`config.mk`:
```
export PLATFORM = sky130hd
export DESIGN_NAME = awg_wave_gen
export DESIGN_NICKNAME = d
export VERILOG_FILES = /design/src/rtl/awg_wave_gen.sv
export SDC_FILE = /design/constraint.sdc
export NUM_CORES = 1
export LEC_CHECK = 0
export ABC_AREA = 1
export BUFFER_PORTS_ARGS = -buffer_cell sky130_fd_sc_hd__buf_2
export CAP_MARGIN = 10
export CORE_ASPECT_RATIO = 0.9
export CORE_MARGIN = 1.5
export CORE_UTILIZATION = 45
export CTS_BUF_LIST = sky130_fd_sc_hd__clkbuf_8 sky130_fd_sc_hd__clkbuf_16
export DETAILED_ROUTE_END_ITERATION = 10
export GPL_TIMING_DRIVEN = 1
export PLACE_DENSITY = 0.66
export SETUP_SLACK_MARGIN = 0.05
export SYNTH_ARGS = -nofsm -noshare
export SYNTH_HDL_FRONTEND = slang
export SYNTH_SLANG_ARGS = --single-unit
```
`constraint.sdc`:
```
create_clock -name ref_clk -period 9 [get_ports ref_clk]
set_input_delay 0.45 -clock ref_clk [delete_from_list [all_inputs] [get_ports ref_clk]]
set_output_delay 0.45 -clock ref_clk [all_outputs]
set_load 0.01 [all_outputs]
```
`src/rtl/awg_wave_gen.sv`:
```
// awg_wave_gen: phase-accumulator waveform generator feeding an 8-bit DAC.
//
// A divider turns ref_clk into sample ticks. On each tick the 16-bit phase
// advances by the active increment. The top phase byte selects a raw waveform
// value, which is then scaled by the active amplitude around mid-scale (128).
// New configurations go through a one-deep pending slot and are switched in
// only at a phase wrap, so every period is produced with a single config.
//
// Ports:
//   ref_clk       system clock (only clock)
//   rst           synchronous, active-high reset
//   cfg_valid     configuration offered
//   cfg_ready     configuration slot free
//   cfg_shape     0 square, 1 saw, 2 triangle, 3 sine
//   cfg_inc       phase increment per tick
//   cfg_amp       amplitude scale 0..255
//   sample        unsigned 8-bit output sample (held between pulses)
//   sample_valid  one-cycle pulse per new sample
//   period_end    with sample_valid, that sample's tick wrapped the phase
module awg_wave_gen #(
    parameter int unsigned SAMPLE_DIV  = 1,
    parameter int unsigned PHASE_WIDTH = 16
) (
    input  logic        ref_clk,
    input  logic        rst,
    input  logic        cfg_valid,
    output logic        cfg_ready,
    input  logic [1:0]  cfg_shape,
    input  logic [15:0] cfg_inc,
    input  logic [7:0]  cfg_amp,
    output logic [7:0]  sample,
    output logic        sample_valid,
    output logic        period_end
);

    localparam int STAGES = 2;
    localparam logic [15:0] DIV_LAST = 16'(SAMPLE_DIV - 1);

    typedef struct packed {
        logic [1:0]  shape;
        logic [15:0] inc;
        logic [7:0]  amp;
    } cfg_t;

    localparam cfg_t CFG_DEFAULT = '{shape: 2'd0, inc: 16'h0100, amp: 8'd255};

    // Sine table built at elaboration with 64-bit fixed point (2^30 scale)
    // Taylor series on the folded first-quadrant angle.
    function automatic logic [7:0] sine_val(input int p);
        longint m, x, x2, term, sum, r;
        m = longint'(p % 128);
        if (m > 64'sd64) m = 64'sd128 - m;
        x    = m * 64'sd26353589;           // pi * 2^23 -> angle * 2^30
        x2   = (x * x) >>> 30;
        term = x;
        sum  = x;
        for (int k = 1; k <= 12; k++) begin
            term = -((term * x2) >>> 30) / longint'((2 * k) * (2 * k + 1));
            sum  = sum + term;
        end
        r = (64'sd127 * sum + 64'sd536870912) >>> 30;
        return (p >= 128) ? 8'(64'sd128 - r) : 8'(64'sd128 + r);
    endfunction

    logic [7:0] sine_rom [256];
    for (genvar g = 0; g < 256; g++) begin : g_rom
        localparam logic [7:0] V = sine_val(g);
        assign sine_rom[g] = V;
    end

    logic [15:0]            div_cnt;
    logic [PHASE_WIDTH-1:0] phase;
    logic [PHASE_WIDTH:0]   phase_sum;
    logic                   tick;
    logic [STAGES:1]        vld_pipe;
    cfg_t                   act, pend;
    logic                   pend_vld;
    logic [7:0]             p, w, w_q, amp_q;
    logic                   wrap_q;
    logic signed [8:0]      s;
    logic signed [17:0]     prod;

    assign tick      = (div_cnt == DIV_LAST);
    assign phase_sum = {1'b0, phase} + {1'b0, act.inc};
    assign p         = phase[PHASE_WIDTH-1 -: 8];
    assign cfg_ready = ~pend_vld;

    always_comb begin
        w = 8'd0;
        case (act.shape)
            2'd0: w = p[7] ? 8'd0 : 8'd255;
            2'd1: w = p;
            2'd2: w = p[7] ? 8'(9'd510 - {p, 1'b0}) : {p[6:0], 1'b0};
            2'd3: w = sine_rom[p];
            default: w = 8'd0;
        endcase
    end

    // prod[15:8] is floor(prod/256) modulo 256; adding 128 lands in 0..254.
    assign s    = $signed({1'b0, w_q}) - 9'sd128;
    assign prod = s * $signed({2'b00, amp_q});

    always_ff @(posedge ref_clk) begin
        if (rst) begin
            div_cnt    <= '0;
            phase      <= '0;
            vld_pipe   <= '0;
            act        <= CFG_DEFAULT;
            pend       <= CFG_DEFAULT;
            pend_vld   <= 1'b0;
            w_q        <= '0;
            amp_q      <= '0;
            wrap_q     <= 1'b0;
            sample     <= 8'h80;
            period_end <= 1'b0;
        end else begin
            div_cnt  <= tick ? 16'd0 : div_cnt + 16'd1;
            vld_pipe <= {vld_pipe[1], tick};
            if (tick) begin
                phase  <= phase_sum[PHASE_WIDTH-1:0];
                w_q    <= w;
                amp_q  <= act.amp;              // amplitude belongs to this tick
                wrap_q <= phase_sum[PHASE_WIDTH];
            end
            if (vld_pipe[1]) sample <= prod[15:8] + 8'd128;
            period_end <= vld_pipe[1] & wrap_q;
            // Accept and activate are exclusive: accept needs an empty slot.
            if (cfg_valid && cfg_ready) begin
                pend     <= '{shape: cfg_shape, inc: cfg_inc, amp: cfg_amp};
                pend_vld <= 1'b1;
            end else if (pend_vld && tick && (phase_sum[PHASE_WIDTH] || act.inc == '0)) begin
                act      <= pend;
                pend_vld <= 1'b0;
            end
        end
    end

    assign sample_valid = vld_pipe[STAGES];

endmodule

```
Word-level counts from Yosys, hierarchy flattened. Memory sizes are Yosys's and may differ from the RTL's. Index checks and enable logic that the tools add are counted.

$add $sub $neg: 5. Multiply operators: 1. Magnitude comparators: 1. Equal/unequal tests: 3. Muxes and demuxes: 7. Bitwise operators: 4. Reductions and logical operators: 10.

Operators by type and width (count): $logic_not 16->1 (2); $mux 8 (4); $pmux 8 s4 (1); $add 16x16->17 (1); $add 16x1->16 const B (1); $mul 9x9->16 (1); $ge 9x9->1 const B (1); $not 8->9 (1); $sub 8x8->9 const B (1); $add 8x8->8 const B (1); $sub 8x8->8 const A (1); $eq 2x2->1 const B (2); $logic_and 1x1->1 (3); $eq 2x1->1 const B (1); $logic_not 2->1 (1); $mux 1 (2); $not 1->1 (2); $reduce_and 2->1 (1); $reduce_bool 2->1 (1); $reduce_or 2->1 (1); $and 1x1->1 (1); $logic_or 1x1->1 (1).

Bits in registers: 113. Bits in read-only memories: 2048. Output and inout port bits: 11. Word-level logic and storage cells: 47. Memories: 1.

Memory list: (name not given) (words 256, bits a word 8, read ports 1, clocked after memory_dff 0, write ports 0, line 94) `2'd3: w = sine_rom[p];`.

Depth between registers and ports, before layout. Gate-level depths: netlist of the first run.

Word-level depth: 5. Mapped depth: 23. Mapped depth without buffers: 22.

Worst setup path after synthesis of the first run. No wires, ideal clock.

Path type: register -> register. Start: register amp_q[3]. End: register sample[5]. Library setup time: 0.116 ns. Arrival time: 4.037 ns. Required time: 8.884 ns. Slack: 4.846 ns. Cell stages (with the launch flop): 21. Path buffers: 1. Clock period less this slack: 4.154 ns. Cells stage by stage: dfxtp_1 -> clkbuf_1 -> inv_1 -> nor2_1 -> inv_1 -> fa_1 -> inv_1 -> fa_1 -> fa_1 -> inv_1 -> fa_1 -> inv_1 -> ha_1 -> a21oi_1 -> o21ai_0 -> nor2_1 -> nand2_1 -> nand2_1 -> nand3_1 -> o211ai_1 -> inv_1.

Word-level cells in the longest chain between the ends: 2.

RTL lines: from (decl) (line 78) `logic [7:0] p, w, w_q, amp_q;`; from (signal assigned) (line 122) `amp_q <= act.amp;`; $mul 9x9->16 (line 101) `assign prod = s * $signed({2'b00, amp_q});`; $add 8x8->8 (line 125) `if (vld_pipe[1]) sample <= prod[15:8] + 8'd128;`; to (signal assigned) (line 125); to (decl) (line 31) `output logic [7:0] sample,`.

No other way between the ends. A chain may end at the register's enable or synchronous reset.

Worst setup path in the final report of the first run.
Start: register amp_q[1]. End: register sample[5].

The elaborated chain is that of the path after synthesis.

==> results of run 1 <==
## through the flow
stage | hold slack (ns) | worst slack, ns
6_report | 0.229 | 4.59
2_1_floorplan | 0.421 | 4.85
5_1_grt | 0.234 | 4.26
4_1_cts | 0.218 | 4.60
3_5_place_dp | 0.439 | 4.62
3_3_place_gp | 0.443 | 4.69
## path summary, 6_finish.rpt
path / startpoint / end / slack (ns) / cells past startpoint
max: amp_q[1]$_SDFFE_PP0P_ / sample[5]$_SDFFE_PP0P_ / 4.59 / 19
min: cfg_amp[6] / pend[6]$_SDFFE_PP1P_ / 0.23 / 3
max reg2reg: amp_q[1]$_SDFFE_PP0P_ / sample[5]$_SDFFE_PP0P_ / 4.59 / 19
min reg2reg: pend[7]$_SDFFE_PP1P_ / act[7]$_SDFFE_PP1P_ / 0.46 / 2
## cell families (layout without fill, tap and decap cells)
kind of cell | after synthesis | in the layout | share of synthesized area (%)
AND/OR/NAND/NOR | 670 | 670 | 30.8
buffers and inverters | 275 | 288 | 12.3
XOR/XNOR | 19 | 19 | 1.79
adder cells (fa/ha/maj) | 107 | 107 | 18.6
AO/OA/AOI/OAI | 208 | 208 | 12.2
flip-flops | 113 | 113 | 24.4
## layout by cell type, fill, tap and decap left out, types with 6 or more instances in the layout
cell       count
nand2_1      360
inv_1        200
nor2_1       132
dfxtp_1      113
nand3_1      109
o21ai_0       97
a21oi_1       65
ha_1          56
fa_1          51
buf_2         39
clkbuf_16     17
nor3_1        16
inv_2         13
nor2_2        13
nand4_1       12
xor2_1        12
o21ai_1       11
xnor2_1        7
a31oi_1        7
nand2_2        6
## power by group through the flow
stage	Sequential (µW)	Clock, µW	Combinational (µW)
CTS	559	686	706
floorplan	565	0	544
global placement	568	0	689
detailed placement	569	0	699
global route	563	708	820
finish	559	677	707
## Yosys cell counts, types with 2 or more instances
library cell	n	area, µm²
a21o_1	2	15.0
nand4_1	12	75.1
buf_2	17	85.1
ha_1	56	701
a21boi_0	2	15.0
nor4_1	5	31.3
fa_1	51	1020
a31oi_1	7	43.8
buf_6	5	56.3
or2_2	2	12.5
clkbuf_1	30	113
o211ai_1	4	30.0
o21bai_1	5	37.5
xor2_1	12	105
a21oi_1	65	325
nand3_1	109	546
and2_1	2	12.5
o21ai_0	97	485
nand2_1	360	1350
a21oi_2	3	26.3
nor2_1	132	495
o22ai_1	3	18.8
nand2_2	6	37.5
nand3_2	4	40.0
a22o_1	3	26.3
nor2_2	13	81.3
o21ai_1	11	55.1
o21a_1	2	15.0
nor2_4	2	22.5
buf_4	6	45.0
inv_1	200	751
dfxtp_1	113	2260
nor3_1	16	80.1
xnor2_1	7	61.3
inv_2	13	48.8
## per-layer routing
layer  track usage, %  part of all wire (%)  vias up
met3             3.53                   6.2       41
met2             34.5                    43      311
li1                 -                     -     4403
met1             31.3                    48     4008
met4             8.30                   2.2        0
met5                0                     0        -
## registers in the layout, indices dropped and copies added, names as in the netlist
name,cells
act,26
pend,26
div_cnt,16
phase,16
amp_q,8
sample,8
w_q,8
vld_pipe,2
pend_vld,1
period_end,1
wrap_q,1
## critical path, stage by stage, from the launching register on
cell      delay (ns)
dfxtp_1         0.46
inv_1           0.09
nor2_1          0.18
inv_1           0.12
fa_1            0.57
inv_1           0.11
fa_1            0.48
fa_1            0.49
inv_1           0.05
fa_1            0.52
inv_1           0.04
ha_1            0.35
a21oi_1         0.23
o21ai_0         0.13
nor2_1          0.15
nand2_1         0.07
nand2_1         0.05
nand3_1         0.06
o211ai_1        0.10
inv_1           0.05
## cell type report
| type | instances | share of cell area, % |
|---|---|---|
| flip-flops and latches | 113 | 22.4 |
| inverters | 215 | 8.07 |
| clock buffers | 22 | 4.90 |
| well taps | 255 | 3.16 |
| multi-input cells | 1004 | 58.2 |
| clock inverters | 8 | 1.03 |
| repair buffers | 43 | 2.23 |
==> impl_metrics.csv, run 1 <==
group,metric,value,unit
global_routing,grt_pass1_vias,8288,
synth,async_reset_ff_share,0,%
worst_hold_path,hp-class,"in -> reg",
die,fp-row-count,49,
synth,netlist_area,9270,µm²
setup_path,cp_max_fo,8,
clock_tree,cts-root-buf,"clkbuf_16",
layout,multiInputGateArea,5870,µm²
routing,vias_per_cell,5.28,
timing,maxSlewViolCount,0,
layout,area_growth,8.84,%
outcome,status,"completed",
timing,finalCritPeriodShare,49.0,%
layout,fin_util,50.2,%
pwr,vdd_ir_drop_max,0.139,mV
die,die-height,139,µm
setup_path,worstSetupPathType,"reg -> reg",
flow_run,cap_violations,0,
die,boundaryPins,40,
clock_tree,cts_tree,"done",
timing,hold_violations,0,
clock_tree,cts.htree.levels,4,
routing,drt_iter0_markers,658,
clock_tree,cts.sink_count,113,
die,dieWidth,154,µm
global_routing,grt_util_all_layers,22.3,%
global_routing,grt_max_degree,59,
placed_design,post-dp-hpwl,17100,µm
placed_design,dp_cells,1630,
timing,rsz0062_at_grt,"false",
clock_tree,clk_transition_reported_paths,0.06,ns
layout,num-nets-final,1530,
setup_path,arrival,4.72,ns
pwr,p_seq_share,28.8,%
pwr,switching_power,702,µW
placed_design,dpl-instance-area,9500,µm²
routing,drtPass1Iterations,6,
synth,synthFlopType,"dfxtp_1",
pwr,p_clk_share,34.8,%
routing,drc,0,
layout,drive_above_1_share,8.61,%
setup_path,crit_path_end_kind,"register",
routing,antenna_left,0,
synth,ys_seq_area_share,24.4,%
timing,clock_skew,0.00846,ns
pwr,power_density,192,nW/µm²
synth,syn_avg_cell_area,6.66,µm²
pwr,power.total,1940,µW
placed_design,gp_congestion,0.952,
synth,yosys_register_bits,113,
pwr,leakage,0.00514,µW
layout,fillers,2019,
layout,fin_area,10100,µm²
layout,seq_area,2260,µm²
pwr,p_int,1240,µW
clock_tree,clk_latency,0.42,ns
routing,vias,8763,
timing,fmax,0.227,GHz
setup_path,worst_setup_path_start_kind,"register",
clock_tree,cts_inserted_buffers,17,
synth,synth_enable_flop_cells,0,
synth,synth_warnings,0,
timing,slew_headroom,47.0,%
placed_design,numPortBuffers,39,
pwr,switching_share,36.1,%
pwr,pwr-share-comb,36.4,%
clock_tree,clockBufferDepth,2,
layout,diodes,0,
timing,tightest_slew,0.794,ns
layout,final_cells,1660,
die,start_util,46.1,%
routing,drt-wirelength-per-cell,13.9,µm
synth,synth.distinct_cells,50,
timing,tns,0,ns
synth,synth_nets,1528,
clock_tree,postCtsHoldBufs,0,
global_routing,grt_first_pass_wirelength,39200,µm
timing,setup_viol,0,
clock_tree,post_cts_buffers,0,
timing,layout_min_cycle_time,4.41,ns
clock_tree,postCtsResizedCells,0,
synth,synthCells,1392,
die,die_area,21500,µm²
die,core,20100,µm²
routing,wl,23100,µm
setup_path,critPathRequiredTime,9.31,ns
global_routing,grt_antenna_before_repair,0,
global_routing,grt.overflow.total,0,
Power figures use the tool's default switching activity.
==> run 2, diff against run 1 <==
--- a/config.mk
+++ b/config.mk
@@ -14,7 +14,7 @@
 export CTS_BUF_LIST = sky130_fd_sc_hd__clkbuf_8 sky130_fd_sc_hd__clkbuf_16
 export DETAILED_ROUTE_END_ITERATION = 10
 export GPL_TIMING_DRIVEN = 1
-export PLACE_DENSITY = 0.66
+export PLACE_DENSITY = 0.69
 export SETUP_SLACK_MARGIN = 0.05
 export SYNTH_ARGS = -nofsm -noshare
 export SYNTH_HDL_FRONTEND = slang
==> constraint.sdc (replaced) <==
create_clock -name ref_clk -period 3.8 [get_ports ref_clk]
set_input_delay 0.19 -clock ref_clk [delete_from_list [all_inputs] [get_ports ref_clk]]
set_output_delay 0.19 -clock ref_clk [all_outputs]
set_load 0.01 [all_outputs]
==> run 2 against run 1 <==
  * Sequential power is 140% higher
  * First-iteration DRC count rose by 11%
  * Flip-flop and latch count is the same
  * Design area rose by 8.1%
  * The flow now finishes with violations (setup timing)
  * Largest power group unchanged
  * Clock skew increased by 0.0012 ns
  * Sequential share of layout area down 1.4 points
==> impl_metrics.csv, run 2 (same netlist as run 1, synthesis figures left out) <==
group,metric,value,unit
placed_design,gp_congestion,0.969,
outcome,status,"complete, but fails checks",
die,dieWidth,154,µm
die,die_area,21500,µm²
pwr,switching_power,1940,µW
timing,maxSlewViolCount,0,
die,die-height,139,µm
layout,final_cells,1724,
global_routing,grt_max_degree,59,
setup_path,crit_path_frequent_cell,"fa_1",
timing,rsz0062_at_grt,"true",
timing,setup_viol,6,
timing,layout_min_cycle_time,3.95,ns
setup_path,arrival,4.26,ns
setup_path,crit_family,"adder cells",
setup_path,cpMaxStageDelayCell,"fa_1",
timing,finalCritPeriodShare,104,%
setup_path,worstSetupStartpoint,"w_q[7]$_SDFFE_PP0P_",
pwr,switching_share,36.8,%
layout,drive_above_1_share,16.5,%
pwr,leakage,0.00548,µW
routing,drc,0,
pwr,vdd_ir_drop_max,0.389,mV
timing,whs,0.0188,ns
pwr,p_int,3340,µW
routing,drt_iter0_markers,731,
timing,clock_skew,0.00966,ns
worst_hold_path,holdPathEnd,"pend[13]$_SDFFE_PP0P_",
layout,area_growth,17.7,%
layout,num-nets-final,1592,
setup_path,worst_r2r_path_depth,19,
clock_tree,clk_transition_reported_paths,0.05,ns
clock_tree,cts_tree,"done",
pwr,p_seq_share,24.9,%
routing,drtPass1Iterations,5,
timing,tightest_slew,0.836,ns
routing,wl,23500,µm
setup_path,cp_max_fo,7,
routing,vias,8991,
routing,drt-wirelength-per-cell,13.6,µm
timing,slew_headroom,44.2,%
layout,reg.largest.list,"act x26, pend x26",
setup_path,crit_path_end_kind,"register",
routing,antenna_left,0,
pwr,pwr-share-comb,46.2,%
pwr,power.total,5280,µW
clock_tree,clockBufferDepth,2,
clock_tree,cts-root-buf,"clkbuf_16",
placed_design,numPortBuffers,39,
layout,layout_commonest_cell,"nand2_1",
routing,vias_per_cell,5.22,
clock_tree,cts.htree.levels,4,
layout,multiInputGateArea,6150,µm²
global_routing,grt_first_pass_wirelength,39500,µm
clock_tree,cts_inserted_buffers,17,
setup_path,cp.buffers_inverters,5,
die,fp-row-count,49,
global_routing,grt_pass1_vias,8351,
timing,hold_violations,0,
placed_design,dp_cells,1678,
layout,fin_area,10900,µm²
clock_tree,cts.sink_count,113,
clock_tree,clk_latency,0.42,ns
layout,seq_area,2290,µm²
global_routing,grt_util_all_layers,22.4,%
setup_path,reg2reg_from,"w_q[7]$_SDFFE_PP0P_",
setup_path,crit_path_cell_trace,"nor2_4, inv_4, fa_1, buf_6, xnor2_2, ha_1, fa_1, inv_2, fa_1, inv_2, ha_4, a21oi_2, o21ai_1, nor2_1, nand2_1, nand2_1, nand3_1, o211ai_1, inv_1",
outcome,violations,"setup timing",
setup_path,max_stage_delay,0.55,ns
layout,fillers,1925,
timing,fin_ws,-0.146,ns
setup_path,worstSetupPathType,"reg -> reg",
setup_path,worst_setup_path_start_kind,"register",
setup_path,critPathRequiredTime,4.11,ns
setup_path,r2r_end,"sample[5]$_SDFFE_PP0P_",
worst_hold_path,whs_path_depth,3,
setup_path,cp.depth,19,
die,core,20100,µm²
placed_design,post-dp-hpwl,17100,µm
die,start_util,46.1,%
worst_hold_path,holdCritStartpoint,"cfg_inc[5]",
worst_hold_path,hp-class,"in -> reg",
flow_run,cap_violations,0,
global_routing,grt.overflow.total,0,
die,boundaryPins,40,
setup_path,ff2ff_setup_slack,-0.15,ns
placed_design,dpl-instance-area,10000,µm²
layout,diodes,0,
pwr,p_clk_share,28.8,%
timing,fmax,0.253,GHz
pwr,power_density,484,nW/µm²
global_routing,grt_antenna_before_repair,0,
layout,final_cell_mix,"nand2_1 (349), inv_1 (185), nor2_1 (127), nand3_1 (107), dfxtp_1 (103)",
-- run 2: cell types whose count changed in the layout (fill, tap and decap cells not counted), moves of 9 or more --
cell / previous run / this run
buf_4: 4 / 48
inv_2: 13 / 30
inv_1: 200 / 185
nand2_1: 360 / 349
dfxtp_1: 113 / 103
dlygate4sd3_1: 0 / 9
ha_1: 56 / 47
ha_4: 0 / 9
-- run 2: final cells by class --
cell class / count / area share, %
inverter: 215 / 7.51
multi-input combinational: 1004 / 56.4
timing repair buffer: 105 / 7.01
sequential: 113 / 21.0
tap: 255 / 2.92
clock buffer: 18 / 4.02
clock inverter: 14 / 1.16
-- run 2: how the worst max path moves through the flow --
stage	slack, ns	to
6_report	-0.15	sample[5]$_SDFFE_PP0P_
2_1_floorplan	0.04	sample[5]$_SDFFE_PP0P_
3_5_place_dp	-0.19	sample[5]$_SDFFE_PP0P_
5_1_grt	-0.37	sample[5]$_SDFFE_PP0P_
4_1_cts	-0.11	sample[5]$_SDFFE_PP0P_
3_3_place_gp	-0.13	sample[7]$_SDFFE_PP1P_
-- run 2: routing by layer --
layer	up-vias	global-route usage [%]	part of all wire (%)
met5	-	0	0
met4	0	7.95	1.3
met1	4112	30.9	47
met3	30	3.16	6.5
met2	310	36.0	45
li1	4539	-	-
-- run 2: timing repair --
| action | in CTS | in global routing |
|---|---|---|
| endpoints found under the hold margin | 9 | 0 |
| setup endpoints to repair | 8 | 8 |
| setup buffers | 3 | 2 |
| pin swaps | 18 | 26 |
| hold buffers | 9 | 0 |
| resized for setup | 26 | 35 |
-- run 2: tightest hold or removal path: stages --
cell,delay [ns]
buf_2,0.07
o21ai_0,0.07
nor2_1,0.07
-- run 2: per-stage QoR --
stage / worst slack, ns / TNS [ns] / util, %
finish: -0.146 / -0.454 / 54.3
CTS: -0.108 / -0.278 / 53.6
detailed placement: -0.185 / -0.765 / 49.9
floorplan: 0.0370 / 0 / -
global placement: -0.129 / -0.487 / 49.9
global route: -0.369 / -1.80 / 54.3
-- run 2: power by group through the flow --
stage | combinational (µW) | clock [µW] | sequential (µW)
after floorplan | 1580 | 0 | 1340
after global placement | 2180 | 0 | 1340
after detailed placement | 2220 | 0 | 1340
after CTS | 2320 | 1540 | 1320
after global routing | 2730 | 1600 | 1330
final | 2440 | 1520 | 1320
